### src/rtl/instr_encoder.sv
// Packs one decoded control bundle per handshake into a 32-bit MIPS word and
// writes it to instruction memory at an auto-incrementing address until HLT.
module instr_encoder #(
    parameter int unsigned          ADDR_W    = 8,
    parameter logic [ADDR_W-1:0]    BASE_ADDR = '0
) (
    input  logic              clk,
    input  logic              reset,
    input  logic              in_valid,
    output logic              in_ready,
    input  logic              r,
    input  logic              lw,
    input  logic              sw,
    input  logic              branch,
    input  logic              jmp,
    input  logic              hlt,
    input  logic [2:0]        func,
    input  logic [4:0]        rs,
    input  logic [4:0]        rt,
    input  logic [4:0]        rd,
    input  logic [15:0]       imm,
    input  logic [25:0]       target,
    input  logic              restart,
    output logic              mem_we,
    output logic [ADDR_W-1:0] mem_addr,
    output logic [31:0]       mem_wdata,
    input  logic              mem_ack,
    output logic              done,
    output logic              err,
    output logic [ADDR_W-1:0] count
);

    typedef enum logic {
        S_RUN  = 1'b0,
        S_DONE = 1'b1
    } state_t;

    state_t              state_q, state_d;
    logic                hlt_pending_q, hlt_pending_d;
    logic                mem_we_q, mem_we_d;
    logic [ADDR_W-1:0]   mem_addr_q, mem_addr_d;
    logic [31:0]         mem_wdata_q, mem_wdata_d;
    logic                done_q, done_d;
    logic                err_q, err_d;
    logic [ADDR_W-1:0]   count_q, count_d;

    logic [5:0]          class_vec;
    logic                well_formed;
    logic                handshake;
    logic                acked;
    logic [5:0]          r_funct;
    logic [31:0]         enc_word;

    assign class_vec   = {r, lw, sw, branch, jmp, hlt};
    assign well_formed = $onehot(class_vec);

    // A pending write may be replaced in the same cycle it is acked.
    assign in_ready  = (state_q == S_RUN) && !hlt_pending_q && (!mem_we_q || mem_ack);
    assign handshake = in_valid && in_ready;
    assign acked     = mem_we_q && mem_ack;

    always_comb begin
        r_funct = 6'b100001;
        case (func)
            3'b000:  r_funct = 6'b100000;
            3'b001:  r_funct = 6'b100010;
            3'b010:  r_funct = 6'b100100;
            3'b011:  r_funct = 6'b100101;
            default: r_funct = 6'b100001;
        endcase
    end

    always_comb begin
        enc_word = 32'h0;
        if (r)
            enc_word = {6'b000000, rs, rt, rd, 5'b00000, r_funct};
        else if (lw)
            enc_word = {6'b100011, rs, rt, imm};
        else if (sw)
            enc_word = {6'b101011, rs, rt, imm};
        else if (branch)
            enc_word = {6'b000100, rs, rt, imm};
        else if (jmp)
            enc_word = {6'b000010, target};
        else if (hlt)
            enc_word = {6'b111111, 26'h0};
    end

    always_comb begin
        state_d       = state_q;
        hlt_pending_d = hlt_pending_q;
        mem_we_d      = mem_we_q;
        mem_addr_d    = mem_addr_q;
        mem_wdata_d   = mem_wdata_q;
        done_d        = done_q;
        err_d         = err_q;
        count_d       = count_q;

        if (acked) begin
            mem_we_d   = 1'b0;
            mem_addr_d = mem_addr_q + 1'b1;
            count_d    = count_q + 1'b1;
            if (hlt_pending_q) begin
                hlt_pending_d = 1'b0;
                state_d       = S_DONE;
                done_d        = 1'b1;
            end
        end

        // Malformed bundles are consumed but never reach memory.
        if (handshake) begin
            if (well_formed) begin
                mem_we_d    = 1'b1;
                mem_wdata_d = enc_word;
                if (hlt)
                    hlt_pending_d = 1'b1;
            end else begin
                err_d = 1'b1;
            end
        end

        if ((state_q == S_DONE) && restart) begin
            state_d    = S_RUN;
            mem_addr_d = BASE_ADDR;
            count_d    = '0;
            err_d      = 1'b0;
            done_d     = 1'b0;
        end
    end

    always_ff @(posedge clk or posedge reset) begin
        if (reset) begin
            state_q       <= S_RUN;
            hlt_pending_q <= 1'b0;
            mem_we_q      <= 1'b0;
            mem_addr_q    <= BASE_ADDR;
            mem_wdata_q   <= 32'h0;
            done_q        <= 1'b0;
            err_q         <= 1'b0;
            count_q       <= '0;
        end else begin
            state_q       <= state_d;
            hlt_pending_q <= hlt_pending_d;
            mem_we_q      <= mem_we_d;
            mem_addr_q    <= mem_addr_d;
            mem_wdata_q   <= mem_wdata_d;
            done_q        <= done_d;
            err_q         <= err_d;
            count_q       <= count_d;
        end
    end

    assign mem_we    = mem_we_q;
    assign mem_addr  = mem_addr_q;
    assign mem_wdata = mem_wdata_q;
    assign done      = done_q;
    assign err       = err_q;
    assign count     = count_q;

endmodule

### config.mk
export PLATFORM = sky130hd
export DESIGN_NAME = instr_encoder
export DESIGN_NICKNAME = d
export VERILOG_FILES = /design/src/rtl/instr_encoder.sv
export SDC_FILE = /design/constraint.sdc
export NUM_CORES = 1
export LEC_CHECK = 0
export ABC_AREA = 0
export CAP_MARGIN = 10
export CORE_AREA = 2 2 98 100
export CTS_CLUSTER_DIAMETER = 50
export DETAILED_ROUTE_END_ITERATION = 7
export DIE_AREA = 0 0 100 102
export PLACE_DENSITY = 0.59
export SYNTH_ARGS = -nofsm -noshare
export SYNTH_HDL_FRONTEND = slang
export SYNTH_SLANG_ARGS = --single-unit
### constraint.sdc
create_clock -name clk -period 2.3 [get_ports clk]
set_clock_uncertainty 0.2 [all_clocks]
set_input_delay 0.345 -clock clk [delete_from_list [all_inputs] [get_ports clk]]
set_output_delay 0.345 -clock clk [all_outputs]
set_load 0.05 [all_outputs]
# Yosys cells after proc, flatten, opt, wreduce, memory -nomap -nowiden
# Index checks and enable logic that the tools add are counted.
# totals
regBits	52
out_inout_bits	52
# op_classes
add_sub_neg	7
eq_ne	5
muxes	24
bitwise_logic	1
reduce_logical	15
# op_table
cell	n
$mux W32	6
$mux W8	4
$add A8 B1 Y8 const B	2
$mux W1	13
$pmux W3 S4	1
$add A1 B1 Y2	3
$eq A3 B1 Y1 const B	2
$eq A3 B2 Y1 const B	2
$reduce_and A2 Y1	3
$reduce_bool A2 Y1	3
$logic_and A1 B1 Y1	5
$add A2 B2 Y3	1
$add A3 B2 Y3	1
$logic_not A3 Y1	1
$logic_not A1 Y1	2
$ne A2 B1 Y1 const B	1
$logic_or A1 B1 Y1	1
$not A1 Y1	1

# Depth between registers and ports, before layout
# logic_depth
ltp_word	7
ltp_mapped	12
ltp_nobuf	10

# Least setup slack after synthesis
# OpenSTA, ideal clock, no wires.
# synth_path
kind	input to register
startpoint	input port jmp
endpoint	register mem_wdata_q[1], in the netlist mem_wdata[1]
setup_ps	124
arrival_ps	3020
path_slack_ps	-1044
path_stages	11
n_path_buf	3
path_cell_list	clkbuf_1 > clkbuf_1 > inv_1 > fa_1 > inv_1 > ha_1 > fa_1 > nor3b_2 > nand4_1 > buf_2 > o31a_1
# synth_via
elab_chain_cells	5
elab_cells_between_ends	10
classes_between	3 x add/sub; 1 x eq/ne; 5 x mux; 1 x reduce/logical
# synth_rtl
element	line_no	text
start: declaration	15	input logic jmp,
$add A1 B1 Y2 (not written as such) or $mux W32 (tied branches)	55, 83	
$add A2 B2 Y3 (not written as such) or $mux W32 (tied branches)	55, 81	
$add A3 B2 Y3 (not written as such) or $mux W32 (tied branches)	55, 79	
$eq A3 B1 Y1 or $mux W32 (tied branches)	55, 77	
$reduce_and A2 Y1 (no line) or $mux W32 (tied branches)	--	
end signal: assignment	146	mem_wdata_q <= mem_wdata_d;
end: declaration	42	logic [31:0] mem_wdata_q, mem_wdata_d;
# Several ways; a longest one is shown, not always the timed one.
# A chain may end at the register's enable or synchronous reset.

# Worst setup path in the final report
# layout_path
startpoint	input port lw
endpoint	register mem_wdata_q[5], in the netlist mem_wdata[5]
# layout_via
elab_chain_cells	4
elab_cells_between_ends	6
classes_between	2 x add/sub; 1 x eq/ne; 2 x mux; 1 x reduce/logical
# layout_rtl
element	line_no	text
start: declaration	12	input logic lw,
$add A1 B1 Y2 (not written as such)	55	assign well_formed = $onehot(class_vec);
$add A3 B2 Y3 (not written as such)	55	
$eq A3 B1 Y1	55	
$reduce_and A2 Y1 (no line)	--	
# Several ways; a longest one is shown, not always the timed one.

==> impl_metrics.yaml <==
run_status:
  outcome: "finished, violations left"
  violations: "negative setup slack"
grt:
  grt_pass1_vias: 2626
  grt_max_degree: 36
  grt.overflow.total: 0
  grt_usage: 0.160
  grt_pass1_wl_mm: 12.9
  grt_antenna_before_repair: 0
timing:
  maxSlewViolCount: 0
  rsz0062_at_grt: "true"
  setup_viol: 34
  slew_headroom: 0.634
  hold_viol_final: 0
  timing.fmax_mhz: 326
  holdWs_ns: 0.144
  finalCritPeriodShare: 1.33
  worstMarginPinSlew_ns: 0.548
  finalWorstSetupSlack_ns: -0.767
  period_minus_slack_ns: 3.07
drt:
  routed.top_layer: "met4"
  vias: 2595
  wl_mm: 8.21
  drc: 0
  drt_iter0_drc: 57
  ant_nets: 0
  dr.pass1.iters: 4
  wl_met3_um: 436
  avgViaCountPerCell: 4.79
  wl_met1_mm: 3.69
  wl_per_cell_um: 15.1
  wl_met2_mm: 4.02
synthesis:
  synth-seq-area-share: 0.480
  yosysTopAreaCell: "dfrtp_1"
  yosysTopAreaCellShare: 0.480
  synth_top_flop_cell: "dfrtp_1"
  yosysUniqueCellTypes: 45
  synth_area_per_cell_um2: 9.14
  synth-async-reset-ratio: 1.00
  synth_area_um2: 2660
  synth-edff-count: 0
  ys_ff_latch: 51
  yosys-top-cells-area: "dfrtp_1, nand2_1, nor2_1"
  syn-num-nets: 368
  ys.warnings.count: 0
  synthCells: 291
final_layout:
  antenna_cells: 0
  finalInstanceArea_um2: 4720
  fillCellCount: 849
  multi_input_area_um2: 1500
  nets: 507
  seq_area_um2: 1280
  final_cells: 542
  drive_gt1_frac: 0.227
  final_cell_mix: "clkdlybuf4s50_1, dfrtp_1, nor2_1, nand2_1"
  final_common_cell: "clkdlybuf4s50_1"
  area_growth_syn_to_layout_pct: 77.3
die:
  die_y_um: 102
  start_util: 0.292
  ios: 123
  dieArea_um2: 10200
  core_um2: 9110
  rows: 35
  fp.dieW_um: 100
pwr:
  ir_drop_uv: 446
  powerDensity_nw_per_um2: 1060
  leakagePower_nw: 2.06
  fin_total_pwr_mw: 5.02
placed_design:
  gp_congestion: 0.782
  dp_cells: 524
  post-place-ws_ns: -1.63
  place.port_buffers: 122
  dpl_cell_area_um2: 4140
  dp_hpwl_mm: 5.71
hold_path:
  hp-class: "input port to async pin"
clock_tree:
  cts-root-buf: "clkbuf_8"
  cts_sinks: 51
  clk_pin_slew_ns: 0.09
  cts.path.max_buffers: 2
  clock_latency_ns: 0.30
  cts_tree: "built"
  htree_levels: 2
  cts_buffers: 5
worst_setup_path:
  arrival_ns: 3.07
  cp_max_fo: 5
  end_kind: "flop"
  cp.required_ns: 2.30
  crit_type: "input port to flop"
  worstSetupStartpointType: "input port"
flow_run:
  max_cap_viol_count: 0
==> routing by layer <==
layer | global-route usage | vias up
li1 | - | 1285
met3 | 0.0328 | 6
met1 | 0.219 | 1222
met4 | 0.0327 | 0
met5 | 0 | -
met2 | 0.266 | 82
==> critical path, cell delays in order <==
cell and delay (ns):
buf_8 0.08, inv_4 0.03, fa_1 0.54, fa_1 0.41, inv_1 0.07, ha_2 0.18
fa_2 0.47, buf_6 0.15, nor4bb_4 0.32, nand3_2 0.16, buf_6 0.17, o22a_1 0.15
==> final cells by class <==
type	count	area share
clock buffer	6	0.0154
sequential	51	0.271
timing repair buffer	151	0.342
clock inverter	2	0.0127
tap	111	0.0295
multi-input combinational	211	0.319
inverter	10	0.0111
==> stage by stage <==
step                      setup TNS [ns]  utilization
after floorplan                   -25.82            -
after global placement            -47.96        0.455
after detailed placement          -50.79        0.455
after CTS                         -26.50        0.503
after global routing              -26.70        0.518
final                             -23.38        0.518
==> cells in the mapped netlist, types with 8 or more instances <==
| cell type | n |
|---|---|
| nor2_1 | 29 |
| o21ai_1 | 9 |
| a21oi_1 | 13 |
| o21ai_0 | 11 |
| a31oi_1 | 12 |
| and3_1 | 15 |
| dfrtp_1 | 51 |
| clkbuf_1 | 11 |
| inv_1 | 9 |
| xor2_1 | 12 |
| nand2_1 | 44 |
| nor2b_1 | 8 |
==> sequential cells by signal, indices dropped and copies added (netlist names) <==
name	cells
count	8
done	1
err	1
hlt_pending_q	1
mem_addr	8
mem_wdata	31
mem_we	1
==> cells by family after synthesis <==
group	count (synthesis)	share of synthesized area
xor+xnor	14	0.0461
flops	51	0.480
compound gates	66	0.155
simple gates	125	0.231
fa+ha+maj	6	0.0367
buf+inv	29	0.0513
==> where the power goes <==
part	total, mW	internal, mW	switching, mW	leakage (nW)
Clock	0.721	0.435	0.287	0.0654
Sequential	1.44	1.19	0.250	0.662
Combinational	2.85	1.12	1.74	1.33
Total	5.02	2.74	2.27	2.06
==> path summary, 6_finish.rpt <==
check / start / end / slack, ns / cells after the start
worst max-delay path: lw / mem_wdata[5] / -0.77 / 12
worst min-delay path: reset / mem_wdata[7] / 0.14 / 2
worst max register to register: done / mem_wdata[5] / 0.63 / 5
worst min register to register: mem_wdata[29] / mem_wdata[29] / 0.28 / 2
max in group asynchronous: reset / mem_wdata[2] / 1.24 / 3
min in group clk: lw / mem_wdata[29] / 0.24 / 4
==> repair_timing <==
action / 4_1_cts / 5_1_grt
cloned: 5 / 1
resized for setup: 61 / 42
endpoints found under the setup margin: 34 / 34
hold buffers: 0 / 0
buffers inserted: 4 / 1
pin swaps: 18 / 21
Power figures use the tool's default switching activity.
